--- config.mk ---
export PLATFORM = sky130hd
export DESIGN_NAME = serial_adder_ctrl
export DESIGN_NICKNAME = d
export VERILOG_FILES = /design/src/rtl/serial_adder_ctrl.sv
export SDC_FILE = /design/constraint.sdc
export NUM_CORES = 1
export LEC_CHECK = 0
export ABC_AREA = 0
export CORE_UTILIZATION = 55
export DETAILED_ROUTE_END_ITERATION = 8
export HOLD_SLACK_MARGIN = 0.08
export PLACE_DENSITY = 0.83
export SYNTH_ARGS = -nofsm -noshare
export SYNTH_HDL_FRONTEND = slang
export SYNTH_SLANG_ARGS = --single-unit
--- constraint.sdc ---
create_clock -name clk -period 3.2 [get_ports clk]
set_input_delay 0.32 -clock clk [delete_from_list [all_inputs] [get_ports clk]]
set_output_delay 0.32 -clock clk [all_outputs]
set_load 0.03 [all_outputs]
--- src/rtl/serial_adder_ctrl.sv ---
// Bit-serial adder controller: one full-adder cell (two half adders + OR) swept LSB-first over WIDTH bits.
// Optional subtract mode enabled by defining SERIAL_SUB_EN (adds input port sub).
module serial_adder_ha (
  input  logic x_i,
  input  logic y_i,
  output logic s_o,
  output logic c_o
);
  assign s_o = x_i ^ y_i;
  assign c_o = x_i & y_i;
endmodule

module serial_adder_ctrl #(
  parameter int WIDTH = 8
) (
  input  logic             clk,
  input  logic             rst,
  input  logic             start,
`ifdef SERIAL_SUB_EN
  input  logic             sub,
`endif
  input  logic [WIDTH-1:0] inA,
  input  logic [WIDTH-1:0] inB,
  output logic             busy,
  output logic             done,
  output logic [WIDTH-1:0] s,
  output logic             c
);
  localparam int CNT_W = $clog2(WIDTH + 1);

  typedef enum logic [1:0] {IDLE, RUN, DONE} state_t;

  state_t             state_q;
  logic [WIDTH-1:0]   a_q, b_q, sum_q, s_q;
  logic               carry_q, c_q, busy_q, done_q;
  logic [CNT_W-1:0]   cnt_q;

  logic               p, g1, g2, bit_s;
  logic               carry_d;
  logic [WIDTH-1:0]   sum_d;
  logic [WIDTH-1:0]   b_load;
  logic               carry_init;

  serial_adder_ha u_ha0 (.x_i(a_q[0]), .y_i(b_q[0]),  .s_o(p),     .c_o(g1));
  serial_adder_ha u_ha1 (.x_i(p),      .y_i(carry_q), .s_o(bit_s), .c_o(g2));

  always_comb begin
    carry_d = g1 | g2;
    sum_d   = {bit_s, sum_q[WIDTH-1:1]};
  end

`ifdef SERIAL_SUB_EN
  // Subtraction is A + ~B + 1: invert B on load and seed the carry.
  always_comb begin
    b_load     = sub ? ~inB : inB;
    carry_init = sub;
  end
`else
  always_comb begin
    b_load     = inB;
    carry_init = 1'b0;
  end
`endif

  always_ff @(posedge clk or posedge rst) begin
    if (rst) begin
      state_q <= IDLE;
      a_q     <= '0;
      b_q     <= '0;
      sum_q   <= '0;
      carry_q <= 1'b0;
      cnt_q   <= '0;
      s_q     <= '0;
      c_q     <= 1'b0;
      busy_q  <= 1'b0;
      done_q  <= 1'b0;
    end else begin
      case (state_q)
        IDLE, DONE: begin
          done_q <= 1'b0;
          if (start) begin
            a_q     <= inA;
            b_q     <= b_load;
            carry_q <= carry_init;
            cnt_q   <= '0;
            busy_q  <= 1'b1;
            state_q <= RUN;
          end else begin
            state_q <= IDLE;
          end
        end
        RUN: begin
          sum_q   <= sum_d;
          a_q     <= {1'b0, a_q[WIDTH-1:1]};
          b_q     <= {1'b0, b_q[WIDTH-1:1]};
          carry_q <= carry_d;
          cnt_q   <= cnt_q + 1'b1;
          if (cnt_q == CNT_W'(WIDTH - 1)) begin
            s_q     <= sum_d;
            c_q     <= carry_d;
            busy_q  <= 1'b0;
            done_q  <= 1'b1;
            state_q <= DONE;
          end
        end
        default: state_q <= IDLE;
      endcase
    end
  end

  assign busy = busy_q;
  assign done = done_q;
  assign s    = s_q;
  assign c    = c_q;
endmodule
==> summary.md, run 1 <==
| Metric | Value |
|---|---|
| Outcome | `finished with violations` |
| Failing checks | `DRC` |
| Largest area contributor in the netlist | `dfrtp_1` |
| Synth cell types | `20` |
| Core ar. | `approximately 2800 sq um` |
| Post-synth top area share | `61.2%` |
| Die X | `57.2 um` |
| Synth Net Count | `137` |
| Crit path cell chain | `ha_1 -> nand3b_1 -> nor2b_1 -> mux2_2` |
| Hold Path Class | `primary input to async pin` |
| I/O Pins | `30` |
| Synth warnings | `0` |
| Final setup fails | `0` |
| Die Y-Extent | `57.2 um` |
| Clk slew on worst S/H paths | `roughly 110 ps` |
| Worst vdd ir | `0.000531 V` |
| FP Rows | `19` |
| Fin crit share | `62.6%` |
| Number of nets in the layout | `169` |
| Setup slack, reg-to-reg | `1200 ps` |
| Final min period | `2000 ps` |
| # diodes | `0` |
| Total power per unit cell area | `1010 nW/um^2` |
| Layout Cells excl Fill | `between 150 and 200` |
| Req. time, crit path | `3430 ps` |
| Top layer reached by signal wires | `met4` |
| Crit start category | `flop` |
| Htree depth | `2` |
| Met2 WL post-DR | `1420 um` |
| Resize count post-CTS | `0` |
| LEAKAGE | `1.01 nW` |
| Slowest library cell on the worst path | `nor2b_1` |
| DRT Pass-1 Iters | `6` |
| DRT iter0 DRCs | `24` |
| Grt total ovfl | `0` |
| Total CTS buffers | `5` |
| FFs w/ async S/R, synth | `100%` |
| Top-count cell post-synth | `dfrtp_1` |
| Fmax | `approximately 500 MHz` |
| CTS Hold Bufs | `0` |
| Synthesis-stage register bit count | `41` |
| Fin. Hold Viols | `0` |
| Clk sink count | `41` |
| Clk_lat worst skew | `330 ps` |
| Routed WL | `2790 um` |
| Clock skew | `about 7.0 ps` |
| DR vias | `1,022` |
| Leading post-synthesis cells by cell area | `dfrtp_1, a22o_1, a21o_1` |
| Mapped Cells | `116` |
| Worst Tran Pin Value | `between 900 and 1000 ps` |
| Seq/Total Area, Yosys | `between 60 and 70%` |
| Global-route usage over all layers | `19.8%` |
| EDFF count, synth | `0` |
| Initial Util | `about three fifths` |
| Residual DRC | `1` |
| CP max stage delay | `between 700 and 800 ps` |
| Vias in the first global route | `about 1,000` |
| WL per Instance | `between 15 and 20 um` |
| Max-Cap Viols | `0` |
| Met1 Routed Length | `1230 um` |
| First-pass GRT wire length | `4740 um` |
| Clock Tree Buf Depth | `2` |
| CP max FO | `11` |
| Worst Setup End Kind | `flop` |
| PortBufs | `29` |
| Detailed Place HPWL | `approximately 1900 um` |
| Via density | `5.71` |
| Setup TNS | `0 ps` |
| CTS root buffer | `clkbuf_4` |
| Initial antenna violation count | `0` |
| TritonCTS clock tree | `yes` |
| Top cells by count, synth | `dfrtp_1, a22o_1, a21o_1` |
| Post-CTS setup repair buffer count | `0` |
| Metal3 WL | `105 um` |
| GP Congestion | `0.713` |
| Ys flop type | `dfrtp_1` |
| Die ar. | `3270 sq um` |
| RSZ-0062 raised after global routing | `no` |
| Syn Std Cell Area | `1680 sq um` |
| Layout cells sized above 1 | `13.5%` |
| Worst slew margin | `36.7%` |
| Largest net degree at the start of global routing | `30` |
| Final Max Tran Viols | `0` |
| Mean Syn Cell Area | `14.5 sq um` |
| Antenna Violating Nets Remaining | `0` |
| Dpl cells | `172` |
| Crit Path Class | `flop to flop` |
| Critical path arrival | `2230 ps` |
| Layout area overhead | `21.5%` |
## power breakdown
group          switching (mW)  total (mW)  internal [mW]
Clock                   0.148       0.252          0.104
Combinational           0.424       0.895          0.472
Sequential              0.145       0.900          0.755
## area by class of cell
class | instances | area (sq um)
fillers | 207 | 792
repair buffers | 32 | 313
clock buffers | 7 | 55.1
well taps | 31 | 38.8
multi-input cells | 67 | 601
inverters | 1 | 3.75
flip-flops and latches | 41 | 1030
## logic make-up (layout without fill, tap and decap cells)
family	Yosys count	count (layout)	share of synthesized area [%]
adders and majority gates	2	2	1.94
AOI/OAI and AO/OA	35	35	17.1
muxes	19	19	12.6
DFF	41	41	61.2
and+or+nand+nor	11	11	4.18
buffers and inverters	8	40	2.98
## placed cells by master (no fill, tap or decap), drive strengths merged
cell type / Yosys / layout
clkdlybuf4s50: 0 / 29
fa: 1 / 1
nand2b: 1 / 1
dfrtp: 41 / 41
a22o: 19 / 19
inv: 1 / 1
mux2i: 2 / 2
ha: 1 / 1
buf: 7 / 3
a21o: 15 / 15
nor2: 4 / 4
nand4: 1 / 1
nor2b: 4 / 4
clkbuf: 0 / 7
nand3b: 1 / 1
o21a: 1 / 1
mux2: 17 / 17
## per-stage QoR
step	setup WS [ps]	util [%]	hold WS, ps	instance area, sq um	power (mW)
final	1200	72.0	399	2040	2.05
after global routing	1000	72.0	470	2040	2.18
after CTS	1140	72.0	405	2040	2.07
after detailed placement	1190	70.1	467	1980	1.81
after global placement	1260	70.1	459	1980	1.76
after floorplan	1790	-	437	1680	1.55
## worst max-delay path: cells and delay by family (launching register included)
family                     cells  cell delay [ps]
and+or+nand+nor                2              870
muxes                          1              420
DFF                            1              400
adders and majority gates      1              200
## state kept, by name, summed over array words and instances, names as in the netlist, 2 cells and up
name     count
a_q          8
b_q          8
s            8
sum_q        7
cnt_q        4
state_q      2
## path summary, 6_finish.rpt
path,start,to,cells after the start
hold / removal,rst,s[6]$_DFFE_PP0P_,2
min in group clk,cnt_q[3]$_DFFE_PP0P_,cnt_q[3]$_DFFE_PP0P_,1
setup / recovery,cnt_q[1]$_DFFE_PP0P_,s[5]$_DFFE_PP0P_,4
max in group asynchronous,rst,a_q[2]$_DFFE_PP0P_,3
setup reg to reg,cnt_q[1]$_DFFE_PP0P_,s[5]$_DFFE_PP0P_,4
hold reg to reg,cnt_q[3]$_DFFE_PP0P_,cnt_q[3]$_DFFE_PP0P_,1
## per-layer routing
| metal | vias to the layer above | track usage, % |
|---|---|---|
| met5 | - | 0 |
| met3 | 4 | 6.35 |
| met2 | 18 | 31.3 |
| li1 | 482 | - |
| met1 | 518 | 25.6 |
| met4 | 0 | 8.01 |
Power figures use the tool's default switching activity.
==> run 2: changes to the inputs <==
--- a/config.mk
+++ b/config.mk
@@ -6,10 +6,10 @@
 export NUM_CORES = 1
 export LEC_CHECK = 0
 export ABC_AREA = 0
-export CORE_UTILIZATION = 55
+export CORE_UTILIZATION = 46
 export DETAILED_ROUTE_END_ITERATION = 8
 export HOLD_SLACK_MARGIN = 0.08
-export PLACE_DENSITY = 0.83
+export PLACE_DENSITY = 0.74
 export SYNTH_ARGS = -nofsm -noshare
 export SYNTH_HDL_FRONTEND = slang
 export SYNTH_SLANG_ARGS = --single-unit
==> constraint.sdc (replaced) <==
create_clock -name clk -period 1.7 [get_ports clk]
set_input_delay 0.17 -clock clk [delete_from_list [all_inputs] [get_ports clk]]
set_output_delay 0.17 -clock clk [all_outputs]
set_load 0.03 [all_outputs]
==> summary.md, run 2 (synthesized netlist as in run 1, its figures left out) <==
| Metric | Value |
|---|---|
| Post-CTS setup repair buffer count | `0 (unchanged)` |
| CP max stage delay | `680 ps (-70 ps)` |
| Routed WL | `2740 um (-1.8%)` |
| Core ar. | `3420 sq um (+21%)` |
| Resize count post-CTS | `0 (unchanged)` |
| Via density | `5.35 (-6.4%)` |
| Die X | `62.4 um (+9.0%)` |
| Final setup fails | `0 (unchanged)` |
| RSZ-0062 raised after global routing | `no` |
| Max-Cap Viols | `0 (unchanged)` |
| Worst Setup End Kind | `output pin` |
| Crit start category | `flop` |
| Leading cell type in the layout, fill and taps excluded | `dfrtp_1` |
| CTS root buffer | `clkbuf_4` |
| Crit Path Class | `flop to output pin` |
| Initial antenna violation count | `0 (unchanged)` |
| WL per Instance | `13.9 um (-11%)` |
| # diodes | `0 (unchanged)` |
| Setup Slack @ Placement | `87.0 ps (-1100 ps)` |
| Clk slew on worst S/H paths | `120 ps (about the same)` |
| Crit path cell chain | `clkdlybuf4s50_1` |
| Fin worst setup slack | `127 ps (-1070 ps)` |
| Worst slew margin | `52.0% (+15 points)` |
| Setup TNS | `0 ps (unchanged)` |
| Final min period | `1570 ps` |
| DR vias | `1,053 (+3.0%)` |
| Total CTS buffers | `5 (unchanged)` |
| First-pass GRT wire length | `4730 um (-0.15%)` |
| Buf/Inv on CP | `1 (+1)` |
| Vias in the first global route | `1,036 (+0.097%)` |
| Initial Util | `49.1% (-10 points)` |
| Htree depth | `2 (unchanged)` |
| CP max FO | `2 (-9)` |
| Outcome | `completed` |
| Total power per unit cell area | `1910 nW/um^2 (+91%)` |
| Setup slack, reg-to-reg | `200 ps (-1000 ps)` |
| Slowest library cell on the worst path | `clkdlybuf4s50_1` |
| Clock Tree Buf Depth | `2 (unchanged)` |
| Clock skew | `13.4 ps (+6.40 ps)` |
| Final Max Tran Viols | `0 (unchanged)` |
| Die ar. | `3890 sq um (+19%)` |
| Fin crit share | `92.5%` |
| I/O Pins | `30 (unchanged)` |
| Fill count | `270 (+30%)` |
| Clk_lat worst skew | `350 ps (+20 ps)` |
| LEAKAGE | `1.03 nW (+2.3%)` |
| DRT iter0 DRCs | `16 (-33%)` |
| TritonCTS clock tree | `yes` |
| Kind of cell adding the most delay to the critical path | `buffers and inverters` |
| Antenna Violating Nets Remaining | `0 (unchanged)` |
| Largest net degree at the start of global routing | `42 (+40%)` |
| Detailed Place HPWL | `1850 um (-2.9%)` |
| CTS Hold Bufs | `0 (unchanged)` |
| Layout area overhead | `25.5%` |
| Grt total ovfl | `0 (unchanged)` |
| Global-route usage over all layers | `15.9% (-3.8 points)` |
| Residual DRC | `0 (-1)` |
| Critical path arrival | `1400 ps (-830 ps)` |
| Req. time, crit path | `1530 ps (-1900 ps)` |
| Fmax | `636 MHz` |
| Worst Tran Pin Value | `720 ps (-228 ps)` |
| PortBufs | `29 (unchanged)` |
| Clk sink count | `41 (unchanged)` |
| Worst vdd ir | `0.00131 V (+150%)` |
| Hold Path Class | `primary input to async pin` |
| Commonest non-fill, non-tap cells in the layout | `dfrtp_1, clkdlybuf4s50_1, a22o_1, a21o_1, mux2_2` |
| Number of nets in the layout | `171 (+1.2%)` |
| DRT Pass-1 Iters | `4 (-2)` |
| Fin. Hold Viols | `0 (unchanged)` |
| FP Rows | `21 (+2)` |
| GP Congestion | `0.724 (+1.5%)` |
| Die Y-Extent | `62.4 um (+9.0%)` |
| Layout cells sized above 1 | `15.9% (+2.4 points)` |
## run 2: layer usage
metal,track usage [%],vias up,share of wire [%]
met3,6.02,5,3.9
met4,5.23,0,1.3
met1,19.8,538,43
met5,0,-,0
li1,-,496,-
met2,25.7,14,51
## run 2: worst min-delay path: stages
cell and delay (ps):
clkdlybuf4s50_1 400, inv_1 50, buf_4 410
## run 2: area by class of cell
class	instances	area (sq um)	share of cell area, %
sequential	41	1030	48.8
multi-input combinational	67	601	28.5
timing repair buffer	34	328	15.6
tap	46	57.6	2.73
clock buffer	6	51.3	2.44
clock inverter	2	37.5	1.78
inverter	1	3.75	0.178
## run 2: per-stage QoR
stage | std cells | hold WS (ps) | utilization, % | power [mW] | instance area [sq um]
6_report | 197 | 221 | 61.6 | 4.03 | 2100
5_1_grt | 197 | 273 | 61.6 | 4.31 | 2100
4_1_cts | 197 | 236 | 61.6 | 4.08 | 2100
3_5_place_dp | 189 | 465 | 59.0 | 3.42 | 2020
3_3_place_gp | 189 | 459 | 59.0 | 3.35 | 2020
2_1_floorplan | 116 | 310 | - | 2.92 | 1680
## run 2: final timing paths
path	startpoint	to	cells past startpoint
hold reg to reg	cnt_q[3]$_DFFE_PP0P_	cnt_q[3]$_DFFE_PP0P_	1
min in group clk	inB[7]	b_q[7]$_DFFE_PP0P_	2
setup / recovery	c$_DFFE_PP0P_	c	1
hold / removal	rst	sum_q[7]$_DFFE_PP0P_	3
setup reg to reg	cnt_q[1]$_DFFE_PP0P_	s[3]$_DFFE_PP0P_	5
max in group asynchronous	rst	cnt_q[1]$_DFFE_PP0P_	3
## run 2: report_power, final
part / switching, mW / leakage [nW] / total [mW] / internal [mW]
clock network: 0.306 / 0.0445 / 0.656 / 0.350
logic: 0.791 / 0.476 / 1.69 / 0.903
registers: 0.260 / 0.509 / 1.68 / 1.42
total: 1.36 / 1.03 / 4.03 / 2.67
